--- config.mk ---
export PLATFORM = sky130hd
export DESIGN_NAME = modbus_frame_rx_flat
export DESIGN_NICKNAME = d
export VERILOG_FILES = /design/src/rtl/modbus_pkg.sv /design/src/rtl/modbus_frame_rx_if.sv /design/src/rtl/crc16_modbus_serial.sv /design/src/rtl/modbus_frame_rx.sv /design/src/flat_wrapper.sv
export SDC_FILE = /design/constraint.sdc
export NUM_CORES = 1
export LEC_CHECK = 0
export ABC_CLOCK_PERIOD_IN_PS = 2600
export BUFFER_PORTS_ARGS = -buffer_cell sky130_fd_sc_hd__buf_2
export CAP_MARGIN = 30
export CORE_MARGIN = 8
export CORE_UTILIZATION = 40
export CTS_BUF_LIST = sky130_fd_sc_hd__clkbuf_4 sky130_fd_sc_hd__clkbuf_8
export CTS_CLUSTER_DIAMETER = 100
export DETAILED_ROUTE_END_ITERATION = 16
export GPL_TIMING_DRIVEN = 0
export PLACE_DENSITY = 0.64
export SLEW_MARGIN = 15
export SYNTH_ARGS = -nofsm -noshare
export SYNTH_HDL_FRONTEND = slang
export SYNTH_SLANG_ARGS = --single-unit
--- constraint.sdc ---
create_clock -name CLK -period 2.6 [get_ports CLK]
set_clock_uncertainty 0.15 [all_clocks]
set_input_delay 0.26 -clock CLK [delete_from_list [all_inputs] [get_ports CLK]]
set_output_delay 0.26 -clock CLK [all_outputs]
set_load 0.1 [all_outputs]
--- src/rtl/modbus_pkg.sv ---
// Shared constants, state encoding and CRC-16/Modbus bit step for the
// Modbus RTU frame receiver.
package modbus_pkg;

  localparam logic [15:0] MB_CRC_POLY     = 16'hA001;
  localparam logic [15:0] MB_CRC_INIT     = 16'hFFFF;
  localparam int unsigned MB_FRAME_LEN    = 7;
  localparam logic [7:0]  MB_FUNC_RD_HOLD = 8'h03;
  localparam logic [7:0]  MB_BYTE_COUNT   = 8'h02;

  typedef enum logic [1:0] {
    IDLE,
    WAIT,
    CRC,
    CHECK
  } mb_state_t;

  function automatic logic [15:0] mb_crc_step(input logic [15:0] c);
    return (c >> 1) ^ (c[0] ? MB_CRC_POLY : 16'h0000);
  endfunction

endpackage

--- src/rtl/modbus_frame_rx_if.sv ---
// Byte handshake between the UART receiver (master) and the frame assembler (slave).
interface modbus_frame_rx_if;

  logic       RX_Done_Sig;
  logic [7:0] RX_Data;
  logic       RX_En_Sig;

  modport master (output RX_Done_Sig, output RX_Data, input RX_En_Sig);
  modport slave  (input RX_Done_Sig, input RX_Data, output RX_En_Sig);

endinterface

--- src/rtl/crc16_modbus_serial.sv ---
// Bit-serial CRC-16/Modbus: one shift step per cycle while step=1; the caller
// presents the data byte on the first step of each byte and zero afterwards.
module crc16_modbus_serial
  import modbus_pkg::*;
(
  input  logic        clk,
  input  logic        rst,
  input  logic        load,
  input  logic        step,
  input  logic [7:0]  data,
  output logic [15:0] crc
);

  always_ff @(posedge clk) begin
    if (rst || load) begin
      crc <= MB_CRC_INIT;
    end else if (step) begin
      crc <= mb_crc_step(crc ^ {8'h00, data});
    end
  end

endmodule

--- src/rtl/modbus_frame_rx.sv ---
// Assembles 7-byte Modbus RTU read-holding-register responses, checks CRC,
// slave address and format, enforces the 3.5-char silence timeout.
module modbus_frame_rx
  import modbus_pkg::*;
#(
  parameter logic [7:0]  SLAVE_ADDR = 8'h01,
  parameter int unsigned T35_CYCLES = 200_000
) (
  input  logic              CLK,
  input  logic              RST,
  modbus_frame_rx_if.slave  rx,
  output logic [15:0]       Frame_Data,
  output logic              Frame_Valid_Sig,
  output logic              CRC_Err_Sig,
  output logic              Format_Err_Sig,
  output logic              Timeout_Err_Sig
);

  localparam int unsigned TW = $clog2(T35_CYCLES + 1);
  // Compare two counts early so the registered pulse lands at last accept + 8 + T35.
  localparam logic [TW-1:0] TIMEOUT_AT = TW'(T35_CYCLES - 2);

  mb_state_t     state;
  logic [2:0]    byte_cnt;
  logic [2:0]    bit_cnt;
  logic [TW-1:0] timer;
  logic [7:0]    cur_byte;
  logic [7:0]    hdr [5];

  logic          accept;
  logic          timeout_hit;
  logic          crc_load;
  logic          crc_step_en;
  logic [7:0]    crc_data;
  logic [15:0]   crc;

  always_comb begin
    accept      = rx.RX_Done_Sig && rx.RX_En_Sig;
    timeout_hit = (state == WAIT) && (timer == TIMEOUT_AT);
    crc_load    = (state == IDLE) || (state == CHECK) || timeout_hit;
    crc_step_en = (state == CRC);
    crc_data    = (bit_cnt == 3'd0) ? cur_byte : '0;
  end

  crc16_modbus_serial u_crc (
    .clk  (CLK),
    .rst  (RST),
    .load (crc_load),
    .step (crc_step_en),
    .data (crc_data),
    .crc  (crc)
  );

  always_ff @(posedge CLK) begin
    if (RST) begin
      state           <= IDLE;
      byte_cnt        <= '0;
      bit_cnt         <= '0;
      timer           <= '0;
      cur_byte        <= '0;
      for (int unsigned i = 0; i < 5; i++) hdr[i] <= '0;
      rx.RX_En_Sig    <= 1'b0;
      Frame_Data      <= '0;
      Frame_Valid_Sig <= 1'b0;
      CRC_Err_Sig     <= 1'b0;
      Format_Err_Sig  <= 1'b0;
      Timeout_Err_Sig <= 1'b0;
    end else begin
      Frame_Valid_Sig <= 1'b0;
      CRC_Err_Sig     <= 1'b0;
      Format_Err_Sig  <= 1'b0;
      Timeout_Err_Sig <= 1'b0;
      unique case (state)
        IDLE: begin
          byte_cnt     <= '0;
          bit_cnt      <= '0;
          timer        <= '0;
          rx.RX_En_Sig <= 1'b1;
          if (accept) begin
            hdr[0]       <= rx.RX_Data;
            cur_byte     <= rx.RX_Data;
            byte_cnt     <= 3'd1;
            rx.RX_En_Sig <= 1'b0;
            state        <= CRC;
          end
        end
        WAIT: begin
          timer <= timer + 1'b1;
          // Silence wins over a byte arriving on the same cycle; that byte is dropped.
          if (timeout_hit) begin
            Timeout_Err_Sig <= 1'b1;
            timer           <= '0;
            byte_cnt        <= '0;
            state           <= IDLE;
          end else if (accept) begin
            if (byte_cnt < 3'd5) hdr[byte_cnt] <= rx.RX_Data;
            cur_byte     <= rx.RX_Data;
            byte_cnt     <= byte_cnt + 1'b1;
            timer        <= '0;
            rx.RX_En_Sig <= 1'b0;
            state        <= CRC;
          end
        end
        CRC: begin
          bit_cnt <= bit_cnt + 1'b1;
          if (bit_cnt == 3'd7) begin
            if (byte_cnt == 3'(MB_FRAME_LEN)) begin
              state <= CHECK;
            end else begin
              rx.RX_En_Sig <= 1'b1;
              state        <= WAIT;
            end
          end
        end
        CHECK: begin
          if (crc != '0) begin
            CRC_Err_Sig <= 1'b1;
          end else if (hdr[0] == SLAVE_ADDR) begin
            if (hdr[1] != MB_FUNC_RD_HOLD || hdr[2] != MB_BYTE_COUNT) begin
              Format_Err_Sig <= 1'b1;
            end else begin
              Frame_Data      <= {hdr[3], hdr[4]};
              Frame_Valid_Sig <= 1'b1;
            end
          end
          byte_cnt     <= '0;
          rx.RX_En_Sig <= 1'b1;
          state        <= IDLE;
        end
      endcase
    end
  end

endmodule

--- src/flat_wrapper.sv ---
// flat-port wrapper written by rule: the top's interface ports become plain ports
module modbus_frame_rx_flat import modbus_pkg::*;
#(
  parameter logic [7:0]  SLAVE_ADDR = 8'h01,
  parameter int unsigned T35_CYCLES = 200_000
)
  (CLK, RST, Frame_Data, Frame_Valid_Sig, CRC_Err_Sig, Format_Err_Sig, Timeout_Err_Sig, rx_RX_Done_Sig, rx_RX_Data, rx_RX_En_Sig);
  modbus_frame_rx_if rx_i ();
  input  logic CLK;
  input  logic RST;
  output logic [15:0] Frame_Data;
  output logic Frame_Valid_Sig;
  output logic CRC_Err_Sig;
  output logic Format_Err_Sig;
  output logic Timeout_Err_Sig;
  input wire logic [$bits(rx_i.RX_Done_Sig)-1:0] rx_RX_Done_Sig;
  input wire logic [$bits(rx_i.RX_Data)-1:0] rx_RX_Data;
  output wire logic [$bits(rx_i.RX_En_Sig)-1:0] rx_RX_En_Sig;
  assign rx_i.RX_Done_Sig = rx_RX_Done_Sig;
  assign rx_i.RX_Data = rx_RX_Data;
  assign rx_RX_En_Sig = rx_i.RX_En_Sig;
  modbus_frame_rx #(.SLAVE_ADDR(SLAVE_ADDR), .T35_CYCLES(T35_CYCLES)) u_core (.CLK(CLK), .RST(RST), .rx(rx_i), .Frame_Data(Frame_Data), .Frame_Valid_Sig(Frame_Valid_Sig), .CRC_Err_Sig(CRC_Err_Sig), .Format_Err_Sig(Format_Err_Sig), .Timeout_Err_Sig(Timeout_Err_Sig));
endmodule
==> impl_metrics.tcl <==
set metrics [dict create \
    htree_levels 3 \
    rows 42 \
    cp-start-kind "flop" \
    fin_ws_ns 0.1089 \
    peakVddDrop_mv 0.3598 \
    slew_headroom 0.5671 \
    min_path_cells 3 \
    fin_nets 568 \
    ys.warnings.count 0 \
    fin_setup_tns_ns 0 \
    fillers 1294 \
    p_leak_nw 2.085 \
    die_y_um 131.3 \
    drv_slew 0 \
    io_pins 32 \
    ys_types 64 \
    endpoint "u_core.hdr[1][3]$_SDFFCE_PN0P_" \
    ant_nets 0 \
    syn_inst 504 \
    die_w_um 131.3 \
    vias 3813 \
    crit_required_ns 2.52 \
    rsz0062_at_grt "false" \
    synth.net_count 526 \
    grt_pass1_vias 3760 \
    antenna_found_initial 0 \
    min_period_ns 2.491 \
    place.gp.congestion 0.8443 \
    end_kind "flop" \
    cts_tree "done" \
    core_area_mm2 0.01314 \
    synth-edff-count 40 \
    multi_input_area_mm2 0.002514 \
    grt_start_max_net_pins 22 \
    die_area_mm2 0.01724 \
    synth.top_cells.by_count "dfxtp_1 (71), nand2_1 (71), edfxtp_1 (40)" \
    numCtsBuffers 9 \
    dr.pass1.iters 4 \
    cp.arrival_ns 2.41 \
    cp_max_fo 10 \
    grt_use_total 0.1342 \
    clk_path_buf_depth 2 \
    drt-initial-drc-count 263 \
    finalHoldViolations 0 \
    yosys-top-cells-area "dfxtp_1 (27%), edfxtp_1 (23%), mux2i_1 (6.4%)" \
    place_ws_ns 0.003903 \
    worstSkewPairLatency_ns 0.40 \
    rrSetupSlack_ns 0.11 \
    outcome "completed" \
    path_clk_slew_ns 0.12 \
    reg2reg_depth 7 \
    worst_pin_slew_ns 0.6477 \
    drc_errors 0 \
    place_hpwl_um 8299 \
    diodes 0 \
    start_util 0.4049 \
    r2r-start "u_core.timer[0]$_SDFFE_PP0P_" \
    register_area_mm2 0.002624 \
    synthFlopType "dfxtp_1" \
    root_buffer "clkbuf_8" \
    port_buffers 30 \
    wl_um 11430 \
    synth_area_mm2 0.005319 \
    ys_seq_area_frac 0.4931 \
    grt_overflow 0 \
    fin_hold_ws_ns 0.02663 \
    startpoint "u_core.timer[0]$_SDFFE_PP0P_" \
    postPlaceCellArea_mm2 0.005690 \
    grt_pass1_wl_um 18910 \
    drt-wirelength-per-cell_um 15.72 \
    post-route-util 0.4517 \
    timing.fmax_mhz 401.4 \
    setup_viol 0 \
    synth_top_cell_area_share 0.2672 \
    fin_crit_sh 0.9581 \
    async_flop_share 0 \
    vias_per_cell 5.245 \
    worst-setup-path-type "flop to flop" \
    cts_sinks 111 \
    fin_area_mm2 0.005934 \
    cap_violations 0 \
    syn_avg_cell_area_um2 10.55 \
    powerDensity_mw_per_mm2 554.7 \
    r2r-end "u_core.hdr[1][3]$_SDFFCE_PN0P_" \
    synth_seq_cells 111 \
    final_layout_size_suffix_gt1_frac 0.1452 \
    worst_hold_path_type "input port to flop" \
    synth_top_area_cell "dfxtp_1" \
    area_growth_pct 11.57 \
]
==> layout by cell type, fill, tap and decap left out, drive strengths merged, types with 6 or more instances in the layout <==
| cell | Yosys | final |
|---|---|---|
| clkbuf | 14 | 23 |
| nor4 | 10 | 10 |
| and2 | 34 | 34 |
| nor3 | 7 | 7 |
| ha | 11 | 11 |
| mux2i | 34 | 34 |
| nand3b | 8 | 8 |
| o21ai | 16 | 16 |
| nand4 | 13 | 13 |
| a21boi | 9 | 9 |
| a211oi | 14 | 14 |
| dfxtp | 71 | 71 |
| a2111oi | 6 | 6 |
| or2 | 6 | 6 |
| or3 | 6 | 6 |
| inv | 13 | 18 |
| nand2 | 71 | 71 |
| buf | 12 | 43 |
| nor2 | 27 | 27 |
| xnor2 | 14 | 14 |
| nand3 | 6 | 6 |
| a21oi | 10 | 10 |
| edfxtp | 40 | 40 |
| xor2 | 7 | 7 |
==> state kept, by name, summed over array words and instances (netlist names), 2 cells and up <==
signal and flops:
u_core.timer 18, u_core.state 2, u_core.cur_byte 8, u_core.hdr 40, u_core.u_crc.crc 16, u_core.Frame_Data 16
u_core.bit_cnt 3, u_core.byte_cnt 3
==> repair_timing <==
item                       in CTS  in global routing
gates resized for setup         2                  2
setup buffers                   0                  1
pin swaps                       0                  1
hold buffers                    0                  0
setup endpoints to repair       5                 24
hold endpoints to repair        0                  0
cloned                          0                  0
==> worst min path at each step <==
| stage | end | start | slack, ns |
|---|---|---|---|
| detailed placement | u_core.Frame_Data[2]$_SDFFE_PP0P_ | u_core.Frame_Data[2]$_SDFFE_PP0P_ | 0.30 |
| finish | u_core.cur_byte[7]$_SDFFE_PP0P_ | rx_RX_Data[7] | 0.03 |
| global route | u_core.cur_byte[2]$_SDFFE_PP0P_ | rx_RX_Data[2] | 0.005 |
| CTS | u_core.cur_byte[2]$_SDFFE_PP0P_ | rx_RX_Data[2] | 0.0007 |
| global placement | u_core.Frame_Data[13]$_SDFFE_PP0P_ | u_core.Frame_Data[13]$_SDFFE_PP0P_ | 0.29 |
| floorplan | u_core.cur_byte[2]$_SDFFE_PP0P_ | rx_RX_Data[2] | 0.25 |
==> routing by layer <==
metal / up-vias / share of wire / global-route usage
met4: 0 / 0.010 / 0.04020
met3: 8 / 0.046 / 0.04154
met1: 1842 / 0.47 / 0.1643
met2: 61 / 0.48 / 0.2220
li1: 1902 / - / -
met5: - / 0 / 0
==> through the flow <==
| stage | std cells | power [mW] |
|---|---|---|
| after global routing | 727 | 3.421 |
| final | 727 | 3.292 |
| after detailed placement | 710 | 2.199 |
| after floorplan | 504 | 2.116 |
| after global placement | 710 | 2.192 |
| after CTS | 726 | 3.327 |
==> where the power goes <==
part           total [mW]  internal (mW)  leakage (nW)  switching [mW]
clock                1.13          0.481         0.114           0.648
combinational       0.288         0.0907          1.00           0.197
sequential           1.87           1.85         0.968          0.0277
==> critical path, cell delays in order (launching register included) <==
cell and delay (ns):
dfxtp_1 0.39, inv_1 0.07, ha_1 0.21, nand4b_1 0.25, nor3_4 0.08, buf_6 0.17
a2111oi_4 0.47, or2_1 0.37
==> logic make-up after synthesis <==
group	after synthesis	share of synthesized area
xor+xnor	21	0.03458
fa+ha+maj	11	0.02588
simple gates	207	0.2096
flops	111	0.4931
buf+inv	39	0.03717
mux	34	0.06399
compound gates	81	0.1357
==> area by class of cell <==
type / instances / share of cell area
clock inverters: 7 / 0.01645
repair buffers: 31 / 0.02657
clock buffers: 9 / 0.02087
flip-flops and latches: 111 / 0.4421
plain buffers: 26 / 0.02509
inverters: 13 / 0.008223
well taps: 176 / 0.03711
multi-input cells: 354 / 0.4236
(Power assumes the default switching activity.)
